$ cat src/rtl/hs_mux_n_if.sv
// -----------------------------------------------------------------------------
// hs_mux_n_if
//   Bundle of the two-phase (toggle) bundled-data channels around hs_mux_n.
//   Every *_req / *_ack pair signals an event by toggling. A channel is pending
//   whenever its req and ack differ.
//
//   Parameters
//     N      number of input channels
//     W      data width per channel
//     SEL_W  width of a channel index (max(1, clog2(N)))
//
//   Signals (direction seen from the mux, i.e. the slave modport)
//     in_req   [N]      in   per-channel request toggle
//     in_data  [N*W]    in   channel c data at [c*W +: W]
//     in_ack   [N]      out  per-channel acknowledge toggle
//     sel_req           in   select-token request toggle
//     sel_data [SEL_W]  in   requested channel index
//     sel_ack           out  select-token acknowledge toggle
//     out_req           out  output request toggle
//     out_data [W]      out  output data
//     out_chan [SEL_W]  out  channel that sourced out_data
//     out_ack           in   output acknowledge toggle
//     busy              out  a token is being steered
//     err_sel           out  one-cycle pulse on an out-of-range select token
//
//   Modports
//     master  environment side (producers, select source, consumer)
//     slave   mux side
// -----------------------------------------------------------------------------
interface hs_mux_n_if #(
  parameter int N     = 4,
  parameter int W     = 8,
  parameter int SEL_W = (N > 2) ? $clog2(N) : 1
);
  logic [N-1:0]     in_req;
  logic [N*W-1:0]   in_data;
  logic [N-1:0]     in_ack;
  logic             sel_req;
  logic [SEL_W-1:0] sel_data;
  logic             sel_ack;
  logic             out_req;
  logic [W-1:0]     out_data;
  logic [SEL_W-1:0] out_chan;
  logic             out_ack;
  logic             busy;
  logic             err_sel;

  modport master (
    output in_req, in_data, sel_req, sel_data, out_ack,
    input  in_ack, sel_ack, out_req, out_data, out_chan, busy, err_sel
  );

  modport slave (
    input  in_req, in_data, sel_req, sel_data, out_ack,
    output in_ack, sel_ack, out_req, out_data, out_chan, busy, err_sel
  );
endinterface

$ cat src/rtl/hs_mux_n.sv
// -----------------------------------------------------------------------------
// hs_mux_n
//   Clocked N-way two-phase bundled-data multiplexer. Self-timed producers and
//   a self-timed consumer are bridged into the clk domain: every incoming
//   req/ack toggle passes through a SYNC_STAGES-deep synchroniser, and exactly
//   one token is in flight at a time.
//     MODE 0  a select token names the channel that is forwarded next.
//     MODE 1  round-robin merge of all pending channels (select port unused).
//
//   Ports
//     clk    in  clock
//     rst_n  in  asynchronous active-low reset
//     bus    hs_mux_n_if.slave, all handshake and data signals
//
//   Data and select index are sampled directly from the bus on the capture
//   edge. They are bundled data: the sender holds them stable from its req
//   toggle until the matching ack toggle, so the synchronised req (which lags
//   the raw req) guarantees they have long settled.
// -----------------------------------------------------------------------------
module hs_mux_n #(
  parameter int N           = 4,
  parameter int W           = 8,
  parameter int MODE        = 0,
  parameter int SYNC_STAGES = 2
) (
  input logic      clk,
  input logic      rst_n,
  hs_mux_n_if.slave bus
);

  localparam int SEL_W = (N > 2) ? $clog2(N) : 1;

  typedef enum logic [1:0] {
    IDLE  = 2'd0,
    ARMED = 2'd1,
    XFER  = 2'd2
  } state_t;

  state_t state, state_n;

  // Synchroniser chains: index 0 samples the raw input, index SYNC_STAGES-1
  // is the value the control logic is allowed to look at.
  logic [SYNC_STAGES-1:0][N-1:0] in_sync;
  logic [SYNC_STAGES-1:0]        sel_sync;
  logic [SYNC_STAGES-1:0]        oack_sync;

  // Registered handshake outputs and datapath.
  logic [N-1:0]     in_ack_q;
  logic             sel_ack_q;
  logic             out_req_q;
  logic [W-1:0]     out_data_q;
  logic [SEL_W-1:0] out_chan_q;
  logic             err_q;
  logic [SEL_W-1:0] idx_q;     // channel currently being served
  logic [SEL_W-1:0] rr_q;      // round-robin starting point

  // Event decode. Only inequality matters, so both toggle directions are
  // treated alike.
  logic [N-1:0] pend;
  logic         spend;
  logic         done;

  assign pend  = in_sync[SYNC_STAGES-1] ^ in_ack_q;
  assign spend = sel_sync[SYNC_STAGES-1] ^ sel_ack_q;
  assign done  = (oack_sync[SYNC_STAGES-1] == out_req_q);

  // Round-robin arbiter: first pending channel at or after rr_q, wrapping.
  logic             rr_found;
  logic [SEL_W-1:0] rr_win;

  // NOTE: every variable assigned in an always_comb gets a default at the top
  // so that no path leaves it unassigned, which would infer a latch.
  always_comb begin
    rr_found = 1'b0;
    rr_win   = '0;
    for (int k = 0; k < N; k++) begin
      if (!rr_found && pend[(int'(rr_q) + k) % N]) begin
        rr_found = 1'b1;
        rr_win   = SEL_W'((int'(rr_q) + k) % N);
      end
    end
  end

  // Next-state and control decode.
  logic             capture;   // load out_data/out_chan, toggle out_req
  logic [SEL_W-1:0] cap_chan;  // channel sampled on a capture
  logic [SEL_W-1:0] idx_n;
  logic [SEL_W-1:0] rr_n;
  logic             ack_fire;  // toggle in_ack[idx_q]
  logic             sel_fire;  // toggle sel_ack
  logic             err_n;

  always_comb begin
    state_n  = state;
    capture  = 1'b0;
    cap_chan = idx_q;
    idx_n    = idx_q;
    rr_n     = rr_q;
    ack_fire = 1'b0;
    sel_fire = 1'b0;
    err_n    = 1'b0;

    unique case (state)
      IDLE: begin
        if (MODE == 0) begin
          if (spend) begin
            if (int'(bus.sel_data) >= N) begin
              // Bad index: consume the select token and flag it; nothing
              // is forwarded and the input channels are left alone.
              sel_fire = 1'b1;
              err_n    = 1'b1;
            end else begin
              idx_n   = bus.sel_data;
              state_n = ARMED;
            end
          end
        end else if (rr_found) begin
          idx_n    = rr_win;
          cap_chan = rr_win;
          capture  = 1'b1;
          rr_n     = (int'(rr_win) == N - 1) ? '0 : rr_win + SEL_W'(1);
          state_n  = XFER;
        end
      end

      ARMED: begin
        // Only the selected channel may proceed; other pending channels
        // stay pending until their own select token arrives.
        if (pend[idx_q]) begin
          capture = 1'b1;
          state_n = XFER;
        end
      end

      XFER: begin
        if (done) begin
          ack_fire = 1'b1;
          sel_fire = (MODE == 0);
          state_n  = IDLE;
        end
      end

      default: state_n = IDLE;
    endcase
  end

  // NOTE: sequential state is written with non-blocking assignments so every
  // flop samples the pre-edge value of every other flop, independent of the
  // order of statements in this block.
  always_ff @(posedge clk or negedge rst_n) begin
    if (!rst_n) begin
      state      <= IDLE;
      in_sync    <= '0;
      sel_sync   <= '0;
      oack_sync  <= '0;
      in_ack_q   <= '0;
      sel_ack_q  <= 1'b0;
      out_req_q  <= 1'b0;
      out_data_q <= '0;
      out_chan_q <= '0;
      err_q      <= 1'b0;
      idx_q      <= '0;
      rr_q       <= '0;
    end else begin
      in_sync   <= {in_sync[SYNC_STAGES-2:0], bus.in_req};
      sel_sync  <= {sel_sync[SYNC_STAGES-2:0], bus.sel_req};
      oack_sync <= {oack_sync[SYNC_STAGES-2:0], bus.out_ack};

      state <= state_n;
      idx_q <= idx_n;
      rr_q  <= rr_n;
      err_q <= err_n;

      if (capture) begin
        out_data_q <= bus.in_data[cap_chan*W +: W];
        out_chan_q <= cap_chan;
        out_req_q  <= ~out_req_q;
      end

      if (ack_fire) begin
        in_ack_q[idx_q] <= ~in_ack_q[idx_q];
      end

      if (sel_fire) begin
        sel_ack_q <= ~sel_ack_q;
      end
    end
  end

  assign bus.in_ack   = in_ack_q;
  assign bus.sel_ack  = sel_ack_q;
  assign bus.out_req  = out_req_q;
  assign bus.out_data = out_data_q;
  assign bus.out_chan = out_chan_q;
  assign bus.err_sel  = err_q;
  assign bus.busy     = (state != IDLE);

endmodule

$ cat src/flat_wrapper.sv
// flat-port wrapper written by rule: the top's interface ports become plain ports
module hs_mux_n_flat 
#(
  parameter int N           = 4,
  parameter int W           = 8,
  parameter int MODE        = 0,
  parameter int SYNC_STAGES = 2
)
  (clk, rst_n, bus_in_req, bus_in_data, bus_sel_req, bus_sel_data, bus_out_ack, bus_in_ack, bus_sel_ack, bus_out_req, bus_out_data, bus_out_chan, bus_busy, bus_err_sel);
  hs_mux_n_if #(.N(N), .W(W)) bus_i ();
  input logic clk;
  input logic rst_n;
  input wire logic [$bits(bus_i.in_req)-1:0] bus_in_req;
  input wire logic [$bits(bus_i.in_data)-1:0] bus_in_data;
  input wire logic [$bits(bus_i.sel_req)-1:0] bus_sel_req;
  input wire logic [$bits(bus_i.sel_data)-1:0] bus_sel_data;
  input wire logic [$bits(bus_i.out_ack)-1:0] bus_out_ack;
  output wire logic [$bits(bus_i.in_ack)-1:0] bus_in_ack;
  output wire logic [$bits(bus_i.sel_ack)-1:0] bus_sel_ack;
  output wire logic [$bits(bus_i.out_req)-1:0] bus_out_req;
  output wire logic [$bits(bus_i.out_data)-1:0] bus_out_data;
  output wire logic [$bits(bus_i.out_chan)-1:0] bus_out_chan;
  output wire logic [$bits(bus_i.busy)-1:0] bus_busy;
  output wire logic [$bits(bus_i.err_sel)-1:0] bus_err_sel;
  assign bus_i.in_req = bus_in_req;
  assign bus_i.in_data = bus_in_data;
  assign bus_i.sel_req = bus_sel_req;
  assign bus_i.sel_data = bus_sel_data;
  assign bus_i.out_ack = bus_out_ack;
  assign bus_in_ack = bus_i.in_ack;
  assign bus_sel_ack = bus_i.sel_ack;
  assign bus_out_req = bus_i.out_req;
  assign bus_out_data = bus_i.out_data;
  assign bus_out_chan = bus_i.out_chan;
  assign bus_busy = bus_i.busy;
  assign bus_err_sel = bus_i.err_sel;
  hs_mux_n #(.N(N), .W(W), .MODE(MODE), .SYNC_STAGES(SYNC_STAGES)) u_core (.clk(clk), .rst_n(rst_n), .bus(bus_i));
endmodule
$ cat config.mk
export PLATFORM = sky130hd
export DESIGN_NAME = hs_mux_n_flat
export DESIGN_NICKNAME = d
export VERILOG_FILES = /design/src/rtl/hs_mux_n_if.sv /design/src/rtl/hs_mux_n.sv /design/src/flat_wrapper.sv
export SDC_FILE = /design/constraint.sdc
export NUM_CORES = 1
export LEC_CHECK = 0
export BUFFER_PORTS_ARGS = -buffer_cell sky130_fd_sc_hd__buf_2
export CAP_MARGIN = 10
export CORE_MARGIN = 8
export CORE_UTILIZATION = 45
export DETAILED_ROUTE_END_ITERATION = 8
export HOLD_SLACK_MARGIN = 0.03
export PLACE_DENSITY = 0.8
export SLEW_MARGIN = 20
export SYNTH_ARGS = -nofsm -noshare
export SYNTH_HDL_FRONTEND = slang
export SYNTH_SLANG_ARGS = --single-unit
$ cat constraint.sdc
create_clock -name clk -period 3.1 [get_ports clk]
set_input_delay 0.465 -clock clk [delete_from_list [all_inputs] [get_ports clk]]
set_output_delay 0.465 -clock clk [all_outputs]
set_load 0.02 [all_outputs]
# Word-level counts from Yosys, hierarchy flattened
# Index checks and enable logic that the tools add are counted.
[word_totals] regBits=32 input_bits=42 output_inout_bits=18 word_cells=45
[classes] order_cmp=2 eq_ne=6 shift=1 n_mux=15 bitwise_logic=5 n_reduce_logical=5
[op_table] operator="variable part select 32 x 6 -> 8 bit" n=1
[op_table] operator="2-to-1 mux 1 bit" n=7
[op_table] operator="2-to-1 mux 2 bit" n=3
[op_table] operator="!= test 2 x 1 -> 1 bit (second input constant)" n=3
[op_table] operator="one-hot mux 2 bit (3 select lines)" n=1
[op_table] operator="binary-select mux 1 bit (select 2 bit)" n=2
[op_table] operator="bitwise mux 4 bit" n=1
[op_table] operator="bitwise XOR 4 bit" n=1
[op_table] operator="less-than comparator 2 x 3 -> 1 bit (second input constant)" n=1
[op_table] operator="inverter 1 bit" n=3
[op_table] operator="AND reduction 3 bit" n=1
[op_table] operator="demux 1 bit (select 2 bit)" n=1
[op_table] operator="equality test 2 x 1 -> 1 bit (second input constant)" n=1
[op_table] operator="equality test 2 bit (second input constant)" n=1
[op_table] operator=">= comparator 2 x 1 -> 1 bit (second input constant)" n=1
[op_table] operator="zero test 2 bit" n=1
[op_table] operator="AND reduction 2 bit" n=1
[op_table] operator="nonzero test 2 bit" n=1
[op_table] operator="equality test 1 bit" n=1
[op_table] operator="logical AND 1 bit" n=1
[op_table] operator="bitwise XOR 1 bit" n=1

# Depth between registers and ports, before layout
# Gate-level depths: netlist of the first run.
[logic_depth] ltp_word=5 ltp_mapped=5 mapped_depth_nobuf=4

# Least setup slack after synthesis of the first run
# Ideal clock, no wire load.
[synth_timing] path_kind="register to register" start="register u_core.in_ack_q[3] (netlist: u_core.bus.in_ack[3])" end="register u_core.out_chan_q[1] (netlist: u_core.bus.out_chan[1])" setup_time_ns=0.125 arrival_ns=1.673 required_ns=2.975 path_slack_ns=1.302 stages_incl_launch_ff=6 path_buffers=1 synth_period_minus_slack_ns=1.798 cell_sequence="dfrtp_1 > xor2_1 > mux2i_1 > a2111oi_4 > buf_6 > mux2_4"
[synth_via] elab_chain_cells=5
[synth_lines] element="from (decl)" line_no="hs_mux_n.sv:48" text="logic [N-1:0] in_ack_q;"
[synth_lines] element="from (signal, indexed assignment)" line_no="hs_mux_n.sv:181" text="in_ack_q[idx_q] <= ~in_ack_q[idx_q];"
[synth_lines] element="bitwise XOR 4 bit" line_no="hs_mux_n.sv:63" text="assign pend = in_sync[SYNC_STAGES-1] ^ in_ack_q;"
[synth_lines] element="binary-select mux 1 bit (select 2 bit)" line_no="hs_mux_n.sv:129" text="if (pend[idx_q]) begin"
[synth_lines] element="2-to-1 mux 1 bit (implied by the code)" line_no="hs_mux_n.sv:129"
[synth_lines] element="2-to-1 mux 1 bit" line_no="hs_mux_n.sv:129"
[synth_lines] element="2-to-1 mux 1 bit"
[synth_lines] element="to (signal assigned)" line_no="hs_mux_n.sv:176" text="out_chan_q <= cap_chan;"
[synth_lines] element="to (decl)" line_no="hs_mux_n.sv:52" text="logic [SEL_W-1:0] out_chan_q;"
# No other way between the ends. The select of a mux whose other input is x is not followed.
# A chain may end at the register's enable or synchronous reset.

# Final worst setup path of the first run
[layout_timing] start="register u_core.idx_q[1]" end="register u_core.out_data_q[6] (netlist: u_core.bus.out_data[6])"
[layout_via] elab_chain_cells=4 word_cells_on_any_way=5 cone_classes="1 x shift; 4 x mux"
[layout_lines] element="from (decl)" line_no="hs_mux_n.sv:54" text="logic [SEL_W-1:0] idx_q;"
[layout_lines] element="from (signal assigned)" line_no="hs_mux_n.sv:170" text="idx_q <= idx_n;"
[layout_lines] element="branches (longest 4 deep; another with variable part select 32 x 6 -> 8 bit)"
[layout_lines] element="to (signal assigned)" line_no="hs_mux_n.sv:175" text="out_data_q <= bus.in_data[cap_chan*W +: W];"
[layout_lines] element="to (decl)" line_no="hs_mux_n.sv:51" text="logic [W-1:0] out_data_q;"
# Several ways; the timed one is not identified. The select of a mux whose other input is x is not followed.

==> flow_metrics.env, run 1 <==
export IMPL_yosysMostFrequentCell="dfrtp_1"
export IMPL_cts_repair_resized=0
export IMPL_stdcell_count=199
export IMPL_totalNegativeSetupSlack_ns=0
export IMPL_fmax_ghz=0.483
export IMPL_fin_util=0.602
export IMPL_r2r_start="u_core.idx_q[1]"
export IMPL_critical_path_class="flip-flop to flip-flop"
export IMPL_ys_flop_type="dfrtp_1"
export IMPL_cp_required_ns=3.31
export IMPL_fillerInstances=267
export IMPL_clockBufferDepth=2
export IMPL_cpPeakStageDelay_ns=0.62
export IMPL_htreeDepth=2
export IMPL_hold_class="primary input to async pin"
export IMPL_drc=0
export IMPL_grt_pass1_vias=1140
export IMPL_cts_buffers=5
export IMPL_slew_headroom=0.534
export IMPL_ys_types=28
export IMPL_yosysWarnings=0
export IMPL_insertion_delay_ns=0.33
export IMPL_critPathMaxFanout=9
export IMPL_path_clk_slew_ns=0.10
export IMPL_cts_hold_buffers=0
export IMPL_netlist_top_cells_count="32 x dfrtp_1, 9 x xor2_1, 8 x mux2_4, 8 x mux4_2"
export IMPL_drtIter0Drc=54
export IMPL_power_leakage_nw=0.879
export IMPL_maxCapViolations=0
export IMPL_ir_worst_vdd_mv=0.431
export IMPL_path_delay_family="compound AO/OA/AOI/OAI gates"
export IMPL_setup_viol=0
export IMPL_drive_above_1_share=0.555
export IMPL_critPathLaunchType="flip-flop"
export IMPL_grt_pass1_wl_mm=5.26
export IMPL_cpMaxStageDelayCell="a2111oi_4"
export IMPL_core_area_sq_um=3050
export IMPL_row_count=20
export IMPL_fin_crit_ns=2.07
export IMPL_io_pins=60
export IMPL_fin_area_sq_um=1840
export IMPL_clockRootBuffer="clkbuf_4"
export IMPL_cts_setup_buffers=0
export IMPL_synth_cell_area_sq_um=1450
export IMPL_cts_sinks=32
export IMPL_antenna_cells=0
export IMPL_totalWireLength_mm=3.21
export IMPL_dr_pass1_iters=4
export IMPL_cp_startpoint="u_core.idx_q[1]"
export IMPL_wl_per_cell_um=16.2
export IMPL_power_density_nw_per_um2=1020
export IMPL_cp_cell_sequence="mux2i_1 > a2111oi_4 > buf_4 > mux2_4"
export IMPL_gp_congestion=0.837
export IMPL_critical_path_arrival_ns=2.27
export IMPL_holdWs_ns=0.171
export IMPL_async_reset_ff_frac=1.00
export IMPL_yosysSeqAreaShare=0.552
export IMPL_synth_area_per_cell_sq_um=15.8
export IMPL_grt_max_degree=33
export IMPL_fin_worst_skew_ns=0.0146
export IMPL_chipWidth_um=72.8
export IMPL_synthCells=92
export IMPL_hold_violations=0
export IMPL_antenna_found_initial=0
export IMPL_finalCritPeriodShare=0.667
export IMPL_fp_dieH_um=72.8
export IMPL_ys_top_cells_by_area="dfrtp_1 55%, mux4_2 12%, mux2_4 8.3%, xor2_1 5.4%, a2111oi_4 1.9%"
export IMPL_dp_cells=191
export IMPL_run_status="complete, no violations"
export IMPL_dieArea_sq_um=5300
export IMPL_worstMarginPinSlew_ns=0.699
export IMPL_synth_top_area_share=0.552
export IMPL_via_per_inst=4.90
export IMPL_area_growth_pct=26.6
export IMPL_numPortBuffers=58
export IMPL_synth_edf_count=0
export IMPL_placed_area_sq_um=1780
export IMPL_cts_tree="yes"
export IMPL_postRouteAntennaNets=0
export IMPL_start_util=0.475
export IMPL_slew_viol_final=0
export IMPL_ys_ff_latch=32
export IMPL_grt_ovfl_total=0
export IMPL_rsz0062_at_grt="no"
export IMPL_worstSetupEndpointType="flip-flop"
export IMPL_yosysTopAreaCell="dfrtp_1"
export IMPL_syn_nets=134
export IMPL_hpwlAfterDp_mm=2.54
export IMPL_crit_buf_inv=1
export IMPL_finish_net_count=196
export IMPL_track_usage=0.129
export IMPL_vias=976
-- power breakdown --
group	switching, mW	internal, mW	total (mW)
Sequential	0.130	0.560	0.690
Clock	0.128	0.112	0.240
Combinational	0.469	0.485	0.954
Total	0.727	1.16	1.88
-- registers in the layout, indices dropped and copies added (netlist names), 2 cells and up --
signal and count:
u_core.bus.out_chan 2, u_core.sel_sync 2, u_core.bus.out_data 8, u_core.in_sync 8
u_core.idx_q 2, u_core.state 2, u_core.bus.in_ack 4, u_core.oack_sync 2
-- through the flow --
step | total power, mW | setup WS (ns)
2_1_floorplan | 1.41 | 1.30
3_3_place_gp | 1.63 | 1.10
3_5_place_dp | 1.66 | 1.03
4_1_cts | 1.91 | 1.02
5_1_grt | 2.01 | 0.910
6_report | 1.88 | 1.03
-- routing by layer --
| layer | track usage | vias up | wire, um |
|---|---|---|---|
| li1 | - | 449 | - |
| met1 | 0.139 | 466 | 1310 |
| met2 | 0.200 | 53 | 1410 |
| met3 | 0.0687 | 8 | 432 |
| met4 | 0.0689 | 0 | 64 |
| met5 | 0 | - | 0 |
-- layout make-up --
class | instances | area, sq um | share of cell area
clock buffers | 8 | 58.8 | 0.0320
inverters | 1 | 3.75 | 0.00204
repair buffers | 61 | 313 | 0.170
multi-input cells | 53 | 607 | 0.330
flip-flops and latches | 32 | 801 | 0.436
well taps | 44 | 55.1 | 0.0300
-- cells in the final DEF, fill, tap and decap left out, drive strengths merged --
cell type / instances
a2111oi: 2
a21bo: 1
a31o: 1
buf: 61
clkbuf: 8
conb: 1
dfrtp: 32
inv: 1
mux2: 11
mux2i: 2
mux4: 8
nand2b: 3
nand3: 1
nand3b: 2
nor2: 2
nor3: 2
nor3b: 1
nor4: 1
o21ai: 1
o21bai: 1
or2: 1
xnor2: 3
xor2: 9
-- path summary, 6_finish.rpt --
path,to,slack [ns],cells past startpoint
setup / recovery,u_core.bus.out_data[6],1.03,4
hold / removal,u_core.bus.out_data[2],0.17,1
setup reg to reg,u_core.bus.out_data[6],1.03,4
hold reg to reg,u_core.oack_sync[1],0.36,0
max in group asynchronous,u_core.bus.sel_ack,2.47,1
min in group clk,u_core.in_sync[2],0.25,1
-- worst register-to-register path, cell delays in order (launching register included) --
cell	delay, ns
dfrtp_1	0.53
mux2i_1	0.22
a2111oi_4	0.62
buf_4	0.28
mux2_4	0.31
-- kinds of logic (layout without fill, tap and decap cells) --
logic type             count (synthesis)  after routing  synth area share
AO/OA/AOI/OAI                          6              6            0.0466
other                                  1              1           0.00258
multiplexers                          21             21             0.244
buffers and inverters                  7             70            0.0302
flip-flops                            32             32             0.552
XOR/XNOR                              12             12            0.0724
AND/OR/NAND/NOR                       13             13            0.0526
No activity file was read; power rests on OpenSTA's default activity.
==> inputs of run 2 (changes only) <==
Settings changed: CORE_UTILIZATION 45 to 42, PLACE_DENSITY 0.8 to 0.78.
Clock period 3.1 ns to 1.85 ns, I/O delays scaled along.
==> run 2 against run 1 <==
Net effect:
- core utilization decreased by 3.3 points
- clock power increased by 44%
- sequential cell count unchanged
==> flow_metrics.env, run 2 (synthesis gave the netlist of run 1 again) <==
export IMPL_run_status="complete, no violations"
export IMPL_totalNegativeSetupSlack_ns=0
export IMPL_clockBufferDepth=2
export IMPL_slew_viol_final=0
export IMPL_insertion_delay_ns=0.31
export IMPL_cts_buffers=5
export IMPL_cts_sinks=32
export IMPL_layout_common_cells="58 x buf_2, 32 x dfrtp_1, 8 x xor2_1, 8 x mux4_2, 8 x mux2_4"
export IMPL_gp_congestion=0.764
export IMPL_antenna_found_initial=0
export IMPL_grt_pass1_wl_mm=5.45
export IMPL_dr_pass1_iters=4
export IMPL_core_area_sq_um=3340
export IMPL_grt_max_degree=33
export IMPL_crit_buf_inv=1
export IMPL_htreeDepth=2
export IMPL_holdWs_ns=0.0687
export IMPL_hpwlAfterDp_mm=2.71
export IMPL_grt_pass1_vias=1113
export IMPL_hold_violations=0
export IMPL_grtUsageMet2=0.226
export IMPL_drive_above_1_share=0.581
export IMPL_critical_path_arrival_ns=1.97
export IMPL_pre_cts_ws_ns=0.0538
export IMPL_clockRootBuffer="clkbuf_4"
export IMPL_wl_per_cell_um=16.4
export IMPL_path_clk_slew_ns=0.10
export IMPL_dp_cells=197
export IMPL_row_count=21
export IMPL_totalWireLength_mm=3.39
export IMPL_layout_setup_ws_ns=0.0854
export IMPL_worstSetupEndpointType="flip-flop"
export IMPL_finalCritPeriodShare=0.954
export IMPL_critPathLaunchType="flip-flop"
export IMPL_worstMarginPinSlew_ns=0.687
export IMPL_vias=1004
export IMPL_top_usage_layer="met2"
export IMPL_setup_viol=0
export IMPL_grt_ovfl_total=0
export IMPL_power_leakage_nw=0.906
export IMPL_fin_crit_ns=1.76
export IMPL_track_usage=0.130
export IMPL_cts_tree="yes"
export IMPL_cp_required_ns=2.06
export IMPL_power_density_nw_per_um2=1710
export IMPL_fin_worst_skew_ns=0.00880
export IMPL_antenna_cells=0
export IMPL_critPathMaxFanout=11
export IMPL_grt_use_met3=0.0479
export IMPL_final_common_cell="buf_2"
export IMPL_ir_worst_vdd_mv=0.709
export IMPL_cp_cell_sequence="xor2_1 > mux2i_2 > a2111oi_4 > buf_12 > mux2_2"
export IMPL_placed_area_sq_um=1820
export IMPL_drtIter0Drc=24
export IMPL_fmax_ghz=0.567
export IMPL_critical_path_class="flip-flop to flip-flop"
export IMPL_dieArea_sq_um=5590
export IMPL_finish_net_count=202
export IMPL_slew_headroom=0.542
export IMPL_fin_area_sq_um=1900
export IMPL_area_growth_pct=30.9
export IMPL_start_util=0.435
export IMPL_fp_dieH_um=74.8
export IMPL_met1_usage=0.146
export IMPL_via_per_inst=4.87
export IMPL_drc=0
export IMPL_path_delay_family="multiplexers"
export IMPL_io_pins=60
export IMPL_rsz0062_at_grt="no"
export IMPL_chipWidth_um=74.8
export IMPL_postRouteAntennaNets=0
export IMPL_cpMaxStageDelayCell="dfrtp_1"
export IMPL_hold_class="primary input to flip-flop"
export IMPL_maxCapViolations=0
export IMPL_numPortBuffers=58
export IMPL_stdcell_count=206
export IMPL_cpPeakStageDelay_ns=0.43
-- run 2: layout make-up --
| cell class | instances | area [sq um] |
|---|---|---|
| Timing Repair Buffer | 67 | 373 |
| Clock buffer | 6 | 41.3 |
| Multi-Input combinational cell | 53 | 618 |
| Sequential cell | 32 | 801 |
| Tap cell | 46 | 57.6 |
| Fill cell | 280 | 1440 |
| Inverter | 1 | 3.75 |
| Clock inverter | 1 | 5.00 |
-- run 2: path summary, 6_finish.rpt --
check,start,to,slack (ns),cells past startpoint
worst max register to register,u_core.bus.in_ack[1],u_core.bus.out_data[7],0.09,5
worst max-delay path,u_core.bus.in_ack[1],u_core.bus.out_data[7],0.09,5
min in group asynchronous,rst_n,u_core.bus.out_data[5],0.53,2
worst min-delay path,bus_in_req[2],u_core.in_sync[2],0.07,1
max in group asynchronous,rst_n,u_core.state[0],0.87,2
worst min register to register,u_core.in_sync[1],u_core.in_sync[5],0.35,0
-- run 2: worst reg2reg max path, cell delays in order, from the launching register on --
cell and delay [ns]:
dfrtp_1 0.43, xor2_1 0.20, mux2i_2 0.13, a2111oi_4 0.37, buf_12 0.20, mux2_2 0.34
-- run 2: layer usage --
layer | routed length, um | vias up
met1 | 1280 | 483
li1 | - | 465
met5 | 0 | -
met3 | 383 | 6
met4 | 12 | 0
met2 | 1710 | 50
-- run 2: timing repair --
action,4_1_cts,5_1_grt
endpoints found under the setup margin,0,9
endpoints found under the hold margin,32,0
setup buffers,0,1
gates resized for setup,0,2
hold buffers,1,0
-- run 2: per-stage QoR --
stage / utilization / total power, mW
floorplan: - / 2.36
global placement: 0.547 / 2.83
detailed placement: 0.547 / 2.90
CTS: 0.564 / 3.27
global route: 0.569 / 3.47
finish: 0.569 / 3.25
-- run 2: where the power goes --
part	internal (mW)	switching [mW]
Combinational	0.926	0.829
Clock	0.140	0.206
Sequential	0.939	0.211
Total	2.00	1.25
==> inputs of run 3 (changes only) <==
Settings changed: ABC_AREA set to 1, CORE_UTILIZATION 42 to 43, PLACE_DENSITY 0.78 to 0.79.
==> run 3 against run 2 <==
Net effect:
- die area is 0.37% lower
- via count is 36% higher
- synthesized area is 1.9% higher
- hold slack worse by 0.014 ns
- non-clock buffer count is 1 higher
- sequential share of layout area is 1.3 points lower
- power is 0.36% higher
- critical path depth is 3 higher
- critical path type unchanged
- maximum frequency is 21% higher
- final area is 3.3% higher
- largest power group unchanged
- clock power is 71% higher
==> flow_metrics.env, run 3 <==
export IMPL_run_status="complete, no violations"
export IMPL_rsz0062_at_grt="no"
export IMPL_totalWireLength_mm=3.66
export IMPL_chipWidth_um=74.6
export IMPL_synth_edf_count=0
export IMPL_fmax_ghz=0.685
export IMPL_p_sw_mw=1.44
export IMPL_ir_worst_vdd_mv=0.800
export IMPL_synth_top_area_share=0.541
export IMPL_synth_area_per_cell_sq_um=8.17
export IMPL_postRouteAntennaNets=0
export IMPL_power_leakage_nw=1.07
export IMPL_finish_net_count=291
export IMPL_async_reset_ff_frac=1.00
export IMPL_power_frac_comb=0.489
export IMPL_totalNegativeSetupSlack_ns=0
export IMPL_layout_setup_ws_ns=0.390
export IMPL_insertion_delay_ns=0.33
export IMPL_cts_tree="yes"
export IMPL_pre_cts_ws_ns=0.401
export IMPL_cpPeakStageDelay_ns=0.44
export IMPL_antenna_found_initial=0
export IMPL_path_delay_family="simple AND/OR/NAND/NOR gates"
export IMPL_swShare=0.443
export IMPL_clockBufferDepth=2
export IMPL_layout_common_cells="70 x nand2_1, 58 x buf_2, 32 x dfrtp_1"
export IMPL_yosysWarnings=0
export IMPL_grt_ovfl_total=0
export IMPL_setup_viol=0
export IMPL_ys_ff_latch=32
export IMPL_power_density_nw_per_um2=1660
export IMPL_core_area_sq_um=3310
export IMPL_final_common_cell="nand2_1"
export IMPL_hpwlAfterDp_mm=2.80
export IMPL_cts_sinks=32
export IMPL_worstSetupEndpointType="flip-flop"
export IMPL_hold_violations=0
export IMPL_gp_congestion=0.804
export IMPL_grt_pass1_vias=1340
export IMPL_fin_crit_ns=1.46
export IMPL_dr_pass1_iters=5
export IMPL_start_util=0.447
export IMPL_fillerInstances=313
export IMPL_critPathLaunchType="flip-flop"
export IMPL_fin_util=0.593
export IMPL_slew_viol_final=0
export IMPL_yosysTopAreaCell="dfrtp_1"
export IMPL_yosysSeqAreaShare=0.541
export IMPL_dieArea_sq_um=5570
export IMPL_critical_path_class="flip-flop to flip-flop"
export IMPL_internal_power_mw=1.82
export IMPL_seqPwrFrac=0.329
export IMPL_drtIter0Drc=75
export IMPL_grt_pass1_wl_mm=5.72
export IMPL_slew_headroom=0.543
export IMPL_cp_required_ns=2.08
export IMPL_grt_max_degree=33
export IMPL_vias=1365
export IMPL_htreeDepth=2
export IMPL_syn_nets=223
export IMPL_netlist_top_cells_count="70 x nand2_1, 32 x dfrtp_1, 16 x inv_1, 16 x nand3_1, 12 x nor2_1"
export IMPL_io_pins=60
export IMPL_hold_class="primary input to flip-flop"
export IMPL_critical_path_arrival_ns=1.69
export IMPL_p_clk_frac=0.182
export IMPL_maxCapViolations=0
export IMPL_row_count=21
export IMPL_clockRootBuffer="clkbuf_4"
export IMPL_cpMaxStageDelayCell="dfrtp_1"
export IMPL_ys_flop_type="dfrtp_1"
export IMPL_synth_cell_area_sq_um=1480
export IMPL_ys_types=20
export IMPL_fp_dieH_um=74.6
export IMPL_ys_top_cells_by_area="dfrtp_1 54%, nand2_1 18%, nand3_1 5.4%, inv_1 4.1%, nand4_1 3.4%"
export IMPL_antenna_cells=0
export IMPL_cts_buffers=5
export IMPL_critPathMaxFanout=12
export IMPL_path_clk_slew_ns=0.10
export IMPL_drive_above_1_share=0.304
export IMPL_area_growth_pct=32.7
export IMPL_synthCells=181
export IMPL_yosysMostFrequentCell="nand2_1"
export IMPL_wl_per_cell_um=12.4
export IMPL_multiInputGateArea_sq_um=562
export IMPL_drc=0
export IMPL_cp_cell_sequence="nand2_2 > inv_4 > nand3_1 > nand2_2 > nor2_4 > nand2_4 > nand2_1 > nand2_1"
export IMPL_crit_buf_inv=1
export IMPL_finalCritPeriodShare=0.789
export IMPL_seqCellArea_sq_um=801
export IMPL_fin_worst_skew_ns=0.00899
export IMPL_worstMarginPinSlew_ns=0.686
export IMPL_via_per_inst=4.61
export IMPL_track_usage=0.134
export IMPL_cts_repair_resized=0
export IMPL_numPortBuffers=58
-- run 3: path summary, 6_finish.rpt --
check	depth (start not counted)	slack [ns]	startpoint	to
worst max-delay path	8	0.39	u_core.idx_q[1]	u_core.bus.out_data[5]
worst min-delay path	1	0.05	bus_in_req[0]	u_core.in_sync[0]
worst max register to register	8	0.39	u_core.idx_q[1]	u_core.bus.out_data[5]
worst min register to register	0	0.35	u_core.sel_sync[0]	u_core.sel_sync[1]
max in group asynchronous	2	0.90	rst_n	u_core.bus.sel_ack
min in group asynchronous	2	0.51	rst_n	u_core.in_sync[3]
-- run 3: cells by family (layout without fill, tap and decap cells) --
| kind of cell | Yosys count | after routing | synth area share |
|---|---|---|---|
| buf+inv | 24 | 93 | 0.0787 |
| xor+xnor | 3 | 3 | 0.0178 |
| simple gates | 111 | 111 | 0.324 |
| flops | 32 | 32 | 0.541 |
| other cells | 1 | 1 | 0.00254 |
| compound gates | 10 | 10 | 0.0355 |
-- run 3: power groups by stage --
| stage | clock network, mW | registers, mW | logic [mW] |
|---|---|---|---|
| global placement | 0 | 1.08 | 1.56 |
| global route | 0.633 | 1.11 | 1.78 |
| finish | 0.593 | 1.07 | 1.60 |
| floorplan | 0 | 1.28 | 0.948 |
| CTS | 0.603 | 1.08 | 1.61 |
| detailed placement | 0 | 1.09 | 1.59 |
-- run 3: worst register-to-register path, stage by stage, from the launching register on --
cell and delay (ns):
dfrtp_1 0.44, nand2_2 0.13, inv_4 0.07, nand3_1 0.08, nand2_2 0.07, nor2_4 0.25
nand2_4 0.16, nand2_1 0.10, nand2_1 0.06
-- run 3: area by class of cell --
cell class | count | share of cell area
sequential | 32 | 0.408
multi-input combinational | 125 | 0.286
timing repair buffer | 68 | 0.194
inverter | 17 | 0.0338
clock buffer | 7 | 0.0332
tap | 46 | 0.0293
clock inverter | 1 | 0.0153
-- run 3: timing repair --
| item | in CTS | in global routing |
|---|---|---|
| setup buffers | 0 | 0 |
| endpoints found under the hold margin | 32 | 5 |
| hold buffers | 1 | 5 |
-- run 3: metal layers --
metal,track usage,vias to the layer above,part of all wire
li1,-,699,-
met5,0,-,0
met4,0.0413,0,0.0082
met3,0.0626,4,0.094
met2,0.227,40,0.50
met1,0.147,622,0.40
-- run 3: metrics by stage --
stage	cells	instance area (sq um)	power [mW]	hold WS [ns]
4_1_cts	291	1910	3.29	0.0307
6_report	296	1960	3.26	0.0544
5_1_grt	296	1960	3.52	0.0310
3_3_place_gp	282	1810	2.64	0.333
3_5_place_dp	282	1810	2.68	0.336
2_1_floorplan	181	1480	2.23	-0.0181
